===== src/rtl/elevator_scheduler.sv =====
// Purpose: SCAN scheduler and motion sequencer for a 4-floor car; latches calls and drives motor/door outputs.
// Latency: a call latches one edge after it is sampled; IDLE acts one edge later; each floor takes TRAVEL_CYCLES cycles.
// Backpressure: none; calls are level/pulse inputs sampled every cycle, and a call for the stopped floor extends the dwell.
module elevator_scheduler #(
    parameter int TRAVEL_CYCLES = 4,
    parameter int DOOR_CYCLES   = 3
) (
    input  logic       clk,
    input  logic       reset_n,
    input  logic [3:0] req,
    output logic [1:0] floor,
    output logic       motor_up,
    output logic       motor_down,
    output logic       door_open,
    output logic       dir_up,
    output logic [3:0] pending,
    output logic       busy
);

    localparam int TW = (TRAVEL_CYCLES > 1) ? $clog2(TRAVEL_CYCLES) : 1;
    localparam int DW = (DOOR_CYCLES > 1) ? $clog2(DOOR_CYCLES) : 1;
    localparam logic [TW-1:0] TRAVEL_LAST = TW'(TRAVEL_CYCLES - 1);
    localparam logic [DW-1:0] DOOR_LAST   = DW'(DOOR_CYCLES - 1);

    typedef enum logic [1:0] {
        ST_IDLE = 2'd0,
        ST_MOVE = 2'd1,
        ST_DOOR = 2'd2
    } state_t;

    state_t        state_q, state_d;
    logic [1:0]    floor_q, floor_d;
    logic          dir_up_q, dir_up_d;
    logic [3:0]    pending_q, pending_d;
    logic [TW-1:0] travel_cnt_q, travel_cnt_d;
    logic [DW-1:0] dwell_cnt_q, dwell_cnt_d;

    logic [3:0]    req_all;
    logic [3:0]    clr;
    logic [1:0]    next_floor;
    logic          above;
    logic          below;
    logic          ahead_after_step;

    // Floors strictly above f (bits f+1..3).
    function automatic logic [3:0] above_mask(input logic [1:0] f);
        logic [3:0] m;
        m = 4'b1110 << f;
        return m;
    endfunction

    // Floors strictly below f (bits 0..f-1).
    function automatic logic [3:0] below_mask(input logic [1:0] f);
        logic [3:0] m;
        m = ~(4'b1111 << f);
        return m;
    endfunction

    function automatic logic [3:0] onehot(input logic [1:0] f);
        logic [3:0] m;
        m = 4'b0001 << f;
        return m;
    endfunction

    // Next-state, SCAN decision, counters and call latching.
    always_comb begin
        state_d          = state_q;
        floor_d          = floor_q;
        dir_up_d         = dir_up_q;
        travel_cnt_d     = travel_cnt_q;
        dwell_cnt_d      = dwell_cnt_q;
        clr              = 4'b0000;
        req_all          = pending_q | req;
        above            = |(pending_q & above_mask(floor_q));
        below            = |(pending_q & below_mask(floor_q));
        // Step gated at the shaft ends even though entry conditions already prevent it.
        next_floor       = floor_q;
        if (dir_up_q && floor_q != 2'd3) begin
            next_floor = floor_q + 2'd1;
        end else if (!dir_up_q && floor_q != 2'd0) begin
            next_floor = floor_q - 2'd1;
        end
        // Includes this cycle's calls so an arrival-cycle call still counts.
        ahead_after_step = dir_up_q ? |(req_all & above_mask(next_floor))
                                    : |(req_all & below_mask(next_floor));

        case (state_q)
            ST_IDLE: begin
                if (pending_q[floor_q]) begin
                    state_d     = ST_DOOR;
                    clr         = onehot(floor_q);
                    dwell_cnt_d = '0;
                end else if (above && (dir_up_q || !below)) begin
                    state_d      = ST_MOVE;
                    dir_up_d     = 1'b1;
                    travel_cnt_d = '0;
                end else if (below) begin
                    state_d      = ST_MOVE;
                    dir_up_d     = 1'b0;
                    travel_cnt_d = '0;
                end
            end
            ST_MOVE: begin
                if (travel_cnt_q == TRAVEL_LAST) begin
                    travel_cnt_d = '0;
                    floor_d      = next_floor;
                    if (req_all[next_floor]) begin
                        state_d     = ST_DOOR;
                        clr         = onehot(next_floor);
                        dwell_cnt_d = '0;
                    end else if (!ahead_after_step) begin
                        state_d = ST_IDLE;
                    end
                end else begin
                    travel_cnt_d = travel_cnt_q + 1'b1;
                end
            end
            ST_DOOR: begin
                // The stopped floor is held clear; pressing it restarts the dwell.
                clr = onehot(floor_q);
                if (req[floor_q]) begin
                    dwell_cnt_d = '0;
                end else if (dwell_cnt_q == DOOR_LAST) begin
                    state_d     = ST_IDLE;
                    dwell_cnt_d = '0;
                end else begin
                    dwell_cnt_d = dwell_cnt_q + 1'b1;
                end
            end
            default: begin
                state_d = ST_IDLE;
            end
        endcase

        pending_d = req_all & ~clr;
    end

    // State registers; reset aborts any motion and drops all latched calls.
    always_ff @(posedge clk or negedge reset_n) begin
        if (!reset_n) begin
            state_q      <= ST_IDLE;
            floor_q      <= 2'd0;
            dir_up_q     <= 1'b1;
            pending_q    <= 4'b0000;
            travel_cnt_q <= '0;
            dwell_cnt_q  <= '0;
        end else begin
            state_q      <= state_d;
            floor_q      <= floor_d;
            dir_up_q     <= dir_up_d;
            pending_q    <= pending_d;
            travel_cnt_q <= travel_cnt_d;
            dwell_cnt_q  <= dwell_cnt_d;
        end
    end

    assign floor      = floor_q;
    assign dir_up     = dir_up_q;
    assign pending    = pending_q;
    assign motor_up   = (state_q == ST_MOVE) & dir_up_q;
    assign motor_down = (state_q == ST_MOVE) & ~dir_up_q;
    assign door_open  = (state_q == ST_DOOR);
    assign busy       = (state_q != ST_IDLE) | (|pending_q);

endmodule


===== config.mk =====
export PLATFORM = sky130hd
export DESIGN_NAME = elevator_scheduler
export DESIGN_NICKNAME = d
export VERILOG_FILES = /design/src/rtl/elevator_scheduler.sv
export SDC_FILE = /design/constraint.sdc
export NUM_CORES = 1
export LEC_CHECK = 0
export BUFFER_PORTS_ARGS = -buffer_cell sky130_fd_sc_hd__buf_4
export CORE_MARGIN = 8
export CORE_UTILIZATION = 45
export CTS_CLUSTER_SIZE = 20
export DETAILED_ROUTE_END_ITERATION = 8
export GPL_TIMING_DRIVEN = 0
export HOLD_SLACK_MARGIN = 0.1
export PLACE_DENSITY = 0.66
export SKIP_CTS_REPAIR_TIMING = 1
export SLEW_MARGIN = 20
export SYNTH_ARGS = -nofsm -noshare
export SYNTH_HDL_FRONTEND = slang
export SYNTH_SLANG_ARGS = --single-unit

===== constraint.sdc =====
create_clock -name clk -period 3.1 [get_ports clk]
set_clock_uncertainty 0.2 [all_clocks]
set_input_delay 0.155 -clock clk [delete_from_list [all_inputs] [get_ports clk]]
set_output_delay 0.155 -clock clk [all_outputs]
set_load 0.05 [all_outputs]

; ---- Word level (Yosys, flattened, before mapping)
; Index checks and enable logic that the tools add are counted.
[op_classes]
reduce_logical = 22
shift = 6
n_eq_ne = 14
muxes = 35
n_lt_le_gt_ge = 2
n_bitwise = 14
add_sub_neg = 4
[op_table]
columns = operator, count
row1 = $mux W2, 19
row2 = $and A4 B4 Y4, 5
row3 = $reduce_or A4 Y1, 5
row4 = $shl A4 B2 Y4 const A, 4
row5 = $mux W4, 3
row6 = $ne A2 B2 Y1 const B, 6
row7 = $not A4 Y4, 3
row8 = $pmux W2 S3, 2
row9 = $pmux W4 S3, 1
row10 = $reduce_bool A2 Y1, 4
row11 = $shl A1 B2 Y4 const A, 2
row12 = $add A2 B1 Y2 const B, 3
row13 = $bmux W1 S2, 3
row14 = $eq A2 B2 Y1 const B, 3
row15 = $lt A2 B3 Y1 const B, 2
row16 = $mux W1, 6
row17 = $ne A3 B3 Y1 const B, 2
row18 = $reduce_and A3 Y1, 2
row19 = $reduce_and A5 Y1, 1
row20 = $ne A4 B4 Y1 const B, 1
row21 = $or A4 B4 Y4, 1
row22 = $pmux W2 S2, 1
row23 = $reduce_and A4 Y1, 1
row24 = $logic_and A1 B1 Y1, 3
row25 = other kinds (11), 14
[word_totals]
wordCells = 103
in_bits = 6
regBits = 13
output_inout_bits = 11

; ---- Depth between registers and ports, before layout
; Gate-level depths: netlist of the first run.
[logic_depth]
ltp_word = 13
ltp_mapped = 8

; ---- Worst setup path after synthesis of the first run
; No wires, ideal clock.
[synth_timing]
path_type = register -> register
from = reg floor_q[0], in the netlist floor[0]
to = reg state_q[0]
path_stages_with_launch = 9
n_path_buf = 1
path_slack_ns = 0.556
t_arrival_ns = 2.248
required_ns = 2.804
cell_sequence = dfrtp_1 -> buf_6 -> inv_1 -> ha_1 -> mux2i_4 -> xnor2_4 -> mux2i_1 -> mux2_2 -> o32ai_2
[synth_via]
elab_chain_cells = 11
word_cells_on_any_way = 41
[synth_rtl]
columns = item, line
row1 = "start, declared", 32  ; logic [1:0] floor_q, floor_d;
row2 = "start signal, assigned", 149  ; floor_q <= floor_d;
row3 = branches (longest 11 deep; another with $sub A2 B1 Y2), n/a
row4 = "end signal, assigned", 148  ; state_q <= state_d;
row5 = "end, declared", 31  ; state_t state_q, state_d;
; Several ways; the timed one is not identified. The select of a mux whose other input is x is not followed.
; A chain may end at the register's enable or synchronous reset.

; ---- Worst setup path in the final report of the first run
[layout_timing]
from = reg floor_q[0], in the netlist floor[0]
to = reg dwell_cnt_q[1]
[layout_via]
elab_chain_cells = 8
word_cells_on_any_way = 19
[layout_rtl]
columns = item, line
row1 = branches (longest 8 deep; another with $sub A2 B1 Y2), n/a
row2 = "end signal, assigned", 153  ; dwell_cnt_q <= dwell_cnt_d;
row3 = "end, declared", 36  ; logic [DW-1:0] dwell_cnt_q, dwell_cnt_d;
; Several ways; the timed one is not identified. The select of a mux whose other input is x is not followed.

==> flow_summary.ini, run 1 <==
[run_status]
status = complete, no violations

[place]
placed_cells_incl_taps = 140
gp_congestion = 0.911
io_buffers = 16
detailed_place_hpwl_um = 1820

[global_route]
antenna_found_initial = 0
gr-total-overflow = 0
grt_usage = 0.124
grt_max_degree = 14
grt_pass1_wl_um = 4070
grt_pass1_vias = 862

[routing]
met3_length_um = 136
dr.first_iter.drc_count = 34
first_pass_iters = 4
routed.top_layer = met4
wl_met2_um = 1160
routed_wl_um = 2400
drc = 0
via_per_inst = 5.91
wl_met1_um = 1100
wl_per_cell_um = 16.4
antenna_left = 0
via_count = 863

[timing]
relSlewSlack = 0.616
setup_viol_count_final = 0
max_freq_ghz = 0.408
drv_slew = 0
fin_crit_ps = 2450
hold_violations = 0
fin_setup_tns_ps = 0
fin_crit_sh = 0.790
rsz0062_at_grt = false
tightestPinTransition_ps = 574

[critical_path]
cp.required_ps = 3120
ff2ff_path_depth = 8
reg2reg_slack_ps = 650
slowest_delay_ps = 450
critPathLaunch = floor[0]
cp.arrival_ps = 2470
crit_end = dwell_cnt_q[1]
timing.rr.end = dwell_cnt_q[1]
crit_path_end_kind = register
r2r_start = floor[0]
start_kind = register
crit_fanout = 6
crit_slowest_cell = dfrtp_1
crit_chain = buf_6 -> inv_1 -> ha_1 -> mux2i_4 -> xnor2_1 -> nor2_1 -> a32oi_1 -> a32o_1
critPathKind = register to register

[clock_network]
clk_latency_ps = 280
cts_buffers = 3
root_buffer = clkbuf_4
path_clk_slew_ps = 90
clk_path_buf_depth = 2
cts_tree = yes
ctsHtreeMaxLevel = 1
numClockSinks = 13

[finish]
fin_cells = 146
layout-drive-gt1-share = 0.288
fillers = 208
antennaDiodeCount = 0
postLayoutCoreUtil = 0.554
area_delta_synth_final_pct = 20.8
layout.nets = 131

[power]
leakage_nw = 0.498
peakVddDrop_v = 0.000685
power.density_nw_per_um2 = 1060
clkPwrFrac = 0.086
combPwrFrac = 0.663
power.switching_mw = 0.638
p_int_mw = 0.618
swShare = 0.508
seqPwrFrac = 0.251

[floorplanning]
coreArea_um2 = 2130
die_w_um = 62.6
rows = 17
start_util = 0.459
num_io_pins = 17
dieHeight_um = 62.6
die-area_um2 = 3920

[synth]
synth_area_um2 = 976
dominantRegCellSynth = dfrtp_1
synth_fp_nets = 108
ys_ff_latch = 13
synth_seq_area_share = 0.335
synthCells = 96
synth.avg_cell_area_um2 = 10.2
yosysUniqueCellTypes = 35
yosysWarnings = 0
synth-edff-count = 0
synthArstFlopShare = 1.00

[min_path]
hold_path_class = primary input to register

[flow_run]
maxCapViolations = 0
metrics by stage:
stage | worst slack [ps] | total power [mW] | cell area [um^2] | hold WS [ps]
2_1_floorplan | 556 | 0.949 | 976 | -341
3_3_place_gp | 680 | 1.13 | 1130 | -189
3_5_place_dp | 685 | 1.14 | 1130 | -191
4_1_cts | 667 | 1.26 | 1160 | -502
5_1_grt | 538 | 1.34 | 1180 | 133
6_report | 651 | 1.26 | 1180 | 133
layout make-up:
cell class	instances	area (um^2)	share of cell area
clock buffer	3	22.5	0.0191
sequential	13	327	0.277
clock inverter	1	5.00	0.00425
multi-input combinational	75	601	0.510
timing repair buffer	18	140	0.119
tap	28	35.0	0.0297
inverter	5	18.8	0.0159
buffer	3	30.0	0.0255
power groups by stage:
stage	sequential [mW]	clock (mW)	combinational, mW
final	0.315	0.108	0.832
after detailed placement	0.316	0	0.826
after CTS	0.313	0.114	0.831
after global routing	0.325	0.119	0.894
after global placement	0.310	0	0.821
after floorplan	0.410	0	0.539
cell families after synthesis:
logic type | count (synthesis) | synth area share
AND/OR/NAND/NOR | 29 | 0.136
AO/OA/AOI/OAI | 28 | 0.224
flip-flops | 13 | 0.335
buffers and inverters | 8 | 0.0500
multiplexers | 8 | 0.123
adder cells (fa/ha/maj) | 6 | 0.0769
XOR/XNOR | 4 | 0.0551
registers in the layout (all words and copies together), names as in the netlist:
name	count
dwell_cnt_q	2
dir_up	1
pending	4
travel_cnt_q	2
state_q	2
floor	2
per-layer routing:
metal	vias to the layer above	GRT usage
met5	-	0
met4	0	0.0199
met3	2	0.0412
met2	32	0.197
met1	416	0.161
li1	413	-
Yosys cell counts, types with 2 or more instances:
cell type / instances / area [um^2]
a31o_2: 2 / 17.5
o21ai_0: 4 / 20.0
a221o_1: 2 / 20.0
nor2_1: 12 / 45.0
a221oi_1: 4 / 35.0
mux2i_1: 3 / 30.0
nor2b_1: 2 / 12.5
ha_1: 6 / 75.1
nor4_1: 2 / 12.5
o211ai_1: 2 / 15.0
a21oi_1: 4 / 20.0
dfrtp_1: 12 / 300
a22o_1: 2 / 17.5
nor3_1: 5 / 25.0
xnor2_1: 2 / 17.5
nand2_1: 6 / 22.5
mux4_2: 2 / 45.0
inv_1: 5 / 18.8
buf_6: 2 / 22.5
mux2_2: 2 / 22.5
placed cells by master, fill, tap and decap left out, types with 3 or more instances in the layout:
master | Yosys | final
ha_1 | 6 | 6
o21ai_0 | 4 | 4
dfrtp_1 | 12 | 12
inv_1 | 5 | 5
nand2_1 | 6 | 6
nor2_1 | 12 | 12
buf_4 | 1 | 17
nor3_1 | 5 | 5
a21oi_1 | 4 | 4
mux2i_1 | 3 | 3
clkbuf_4 | 0 | 3
a221oi_1 | 4 | 4
worst min-delay path by stage:
stage / depth (start not counted) / from / slack (ps) / to
2_1_floorplan: 0 / reset_n / -340 / dwell_cnt_q[0]
5_1_grt: 2 / reset_n / 130 / dir_up
6_report: 3 / req[2] / 130 / pending[2]
3_5_place_dp: 1 / reset_n / -190 / state_q[0]
3_3_place_gp: 1 / reset_n / -190 / state_q[0]
4_1_cts: 1 / reset_n / -500 / floor[1]
critical path: cells and delay by family (launching register included):
family                     cells  cell delay (ps)
xor gates and xnor gates       1              210
AOI/OAI and AO/OA              2              540
adders and majority gates      1              310
muxes                          1              250
DFF                            1              450
and+or+nand+nor                1              130
buffers and inverters          2              300
Note: power is estimated with default switching activity, not from simulation.
==> inputs of run 2 (changes only) <==
- PLACE_DENSITY: 0.66 -> 0.69
- clock period: 3.1 -> 2 ns (I/O delays scaled with it)
==> run 2 against run 1 <==
Net effect:
- the flow now finishes with violations (setup timing)
- final cell count grew 13%
- setup slack lost 760 ps
- cell area increased by 26%
- clock power rose by 48%
- core utilization up 14 points
- first-iteration DRC count up 82%
- global-route usage is 1.0 points higher
- sequential power increased by 58%
- critical path type unchanged
==> flow_summary.ini, run 2 (synthesis gave the netlist of run 1 again) <==
[power]
p_int_mw = 1.32
clkPwrFrac = 0.064
seqPwrFrac = 0.198
combPwrFrac = 0.739
power.switching_mw = 1.20
swShare = 0.476
peakVddDrop_v = 0.000996
leakage_nw = 0.612
power.density_nw_per_um2 = 1700

[critical_path]
crit_path_end_kind = register
reg2reg_slack_ps = -110
r2r_start = floor[0]
cp.required_ps = 1990
cp.arrival_ps = 2100
crit_fanout = 5
start_kind = register
timing.rr.end = state_q[0]
ff2ff_path_depth = 7
critPathKind = register to register

[place]
io_buffers = 16
placed_cells_incl_taps = 140
gp_congestion = 0.889
pre_cts_ws_ps = -255
detailed_place_hpwl_um = 1970

[global_route]
grt_max_degree = 14
gr-total-overflow = 0
grt_pass1_vias = 908
grt_pass1_wl_um = 4350
grt_usage = 0.134
antenna_found_initial = 0

[routing]
via_per_inst = 5.95
wl_per_cell_um = 17.6
dr.first_iter.drc_count = 62
first_pass_iters = 4
drc = 0
antenna_left = 0
routed_wl_um = 2900
via_count = 981

[floorplanning]
rows = 17
dieHeight_um = 62.6
start_util = 0.459
die-area_um2 = 3920
coreArea_um2 = 2130
num_io_pins = 17
die_w_um = 62.6

[min_path]
min_from = req[3]
min_path_cells = 3
hold_end = pending[3]
hold_path_class = primary input to register

[finish]
fillers = 160
layout.nets = 150
largest_reg_flops = 4
layout_common_cells = 32 x buf_4, 10 x nor2_1, 10 x dfrtp_1
area_delta_synth_final_pct = 52.1
layout-drive-gt1-share = 0.482
antennaDiodeCount = 0
fin_cells = 165
final_common_cell = buf_4

[timing]
hold_ws_ps = 131
fin_crit_ps = 2110
rsz0062_at_grt = true
max_freq_ghz = 0.475
drv_slew = 0
hold_violations = 0
tightestPinTransition_ps = 571
relSlewSlack = 0.618
fin_crit_sh = 1.05
worst_slack_ps = -107
setup_viol_count_final = 2

[run_status]
status = finished, violations left
violations = setup timing

[clock_network]
ctsHtreeMaxLevel = 1
clk_path_buf_depth = 2
clk_latency_ps = 270
root_buffer = clkbuf_4
cts_tree = yes
numClockSinks = 13
cts_buffers = 3
path_clk_slew_ps = 80

[flow_run]
maxCapViolations = 0
==> run 2: changes by cell type in the layout (fill, tap and decap cells not counted), sizes merged <==
cell	previous run	this run
clkbuf	3	4
buf	19	35
inv	5	4
dlygate4sd3	2	5
==> run 2: cell type report <==
cell class / count / area, um^2 / share of cell area
clock buffer: 4 / 26.3 / 0.0177
inverter: 5 / 33.8 / 0.0228
multi-input combinational: 75 / 723 / 0.487
buffer: 3 / 42.5 / 0.0287
sequential: 13 / 329 / 0.222
tap: 28 / 35.0 / 0.0236
timing repair buffer: 37 / 294 / 0.198
==> run 2: metrics by stage <==
stage | total power [mW] | area [um^2] | setup TNS (ps) | utilization
detailed placement | 1.88 | 1160 | -923 | 0.548
finish | 2.52 | 1480 | -120 | 0.698
global route | 2.67 | 1480 | -539 | 0.698
floorplan | 1.56 | 1010 | -843 | -
global placement | 1.85 | 1160 | -767 | 0.548
CTS | 2.04 | 1190 | -1100 | 0.560
==> run 2: critical path, cell delays in order, from the launching register on <==
cell and delay, ps:
dfrtp_2 440, buf_4 150, ha_4 170, mux2i_4 250
xnor2_4 210, mux2i_1 120, mux2_4 290, o32ai_2 190
==> run 2: metal layers <==
layer / global-route usage / part of all wire
met5: 0 / 0
met4: 0.0427 / 0.024
met3: 0.0394 / 0.073
met2: 0.215 / 0.47
met1: 0.169 / 0.44
==> run 2: worst max path at each step <==
stage,from,end,cells past startpoint
after floorplan,floor[0],state_q[0],8
after global placement,floor[0],state_q[1],8
after detailed placement,floor[0],dwell_cnt_q[1],8
after CTS,floor[0],dwell_cnt_q[1],8
after global routing,floor[0],state_q[0],8
final,floor[0],state_q[0],7
==> run 2: power groups by stage <==
stage	logic, mW	registers, mW	clock network, mW
after floorplan	0.915	0.641	0
final	1.86	0.498	0.160
after CTS	1.38	0.493	0.167
after global placement	1.36	0.487	0
after detailed placement	1.38	0.498	0
after global routing	1.98	0.514	0.177
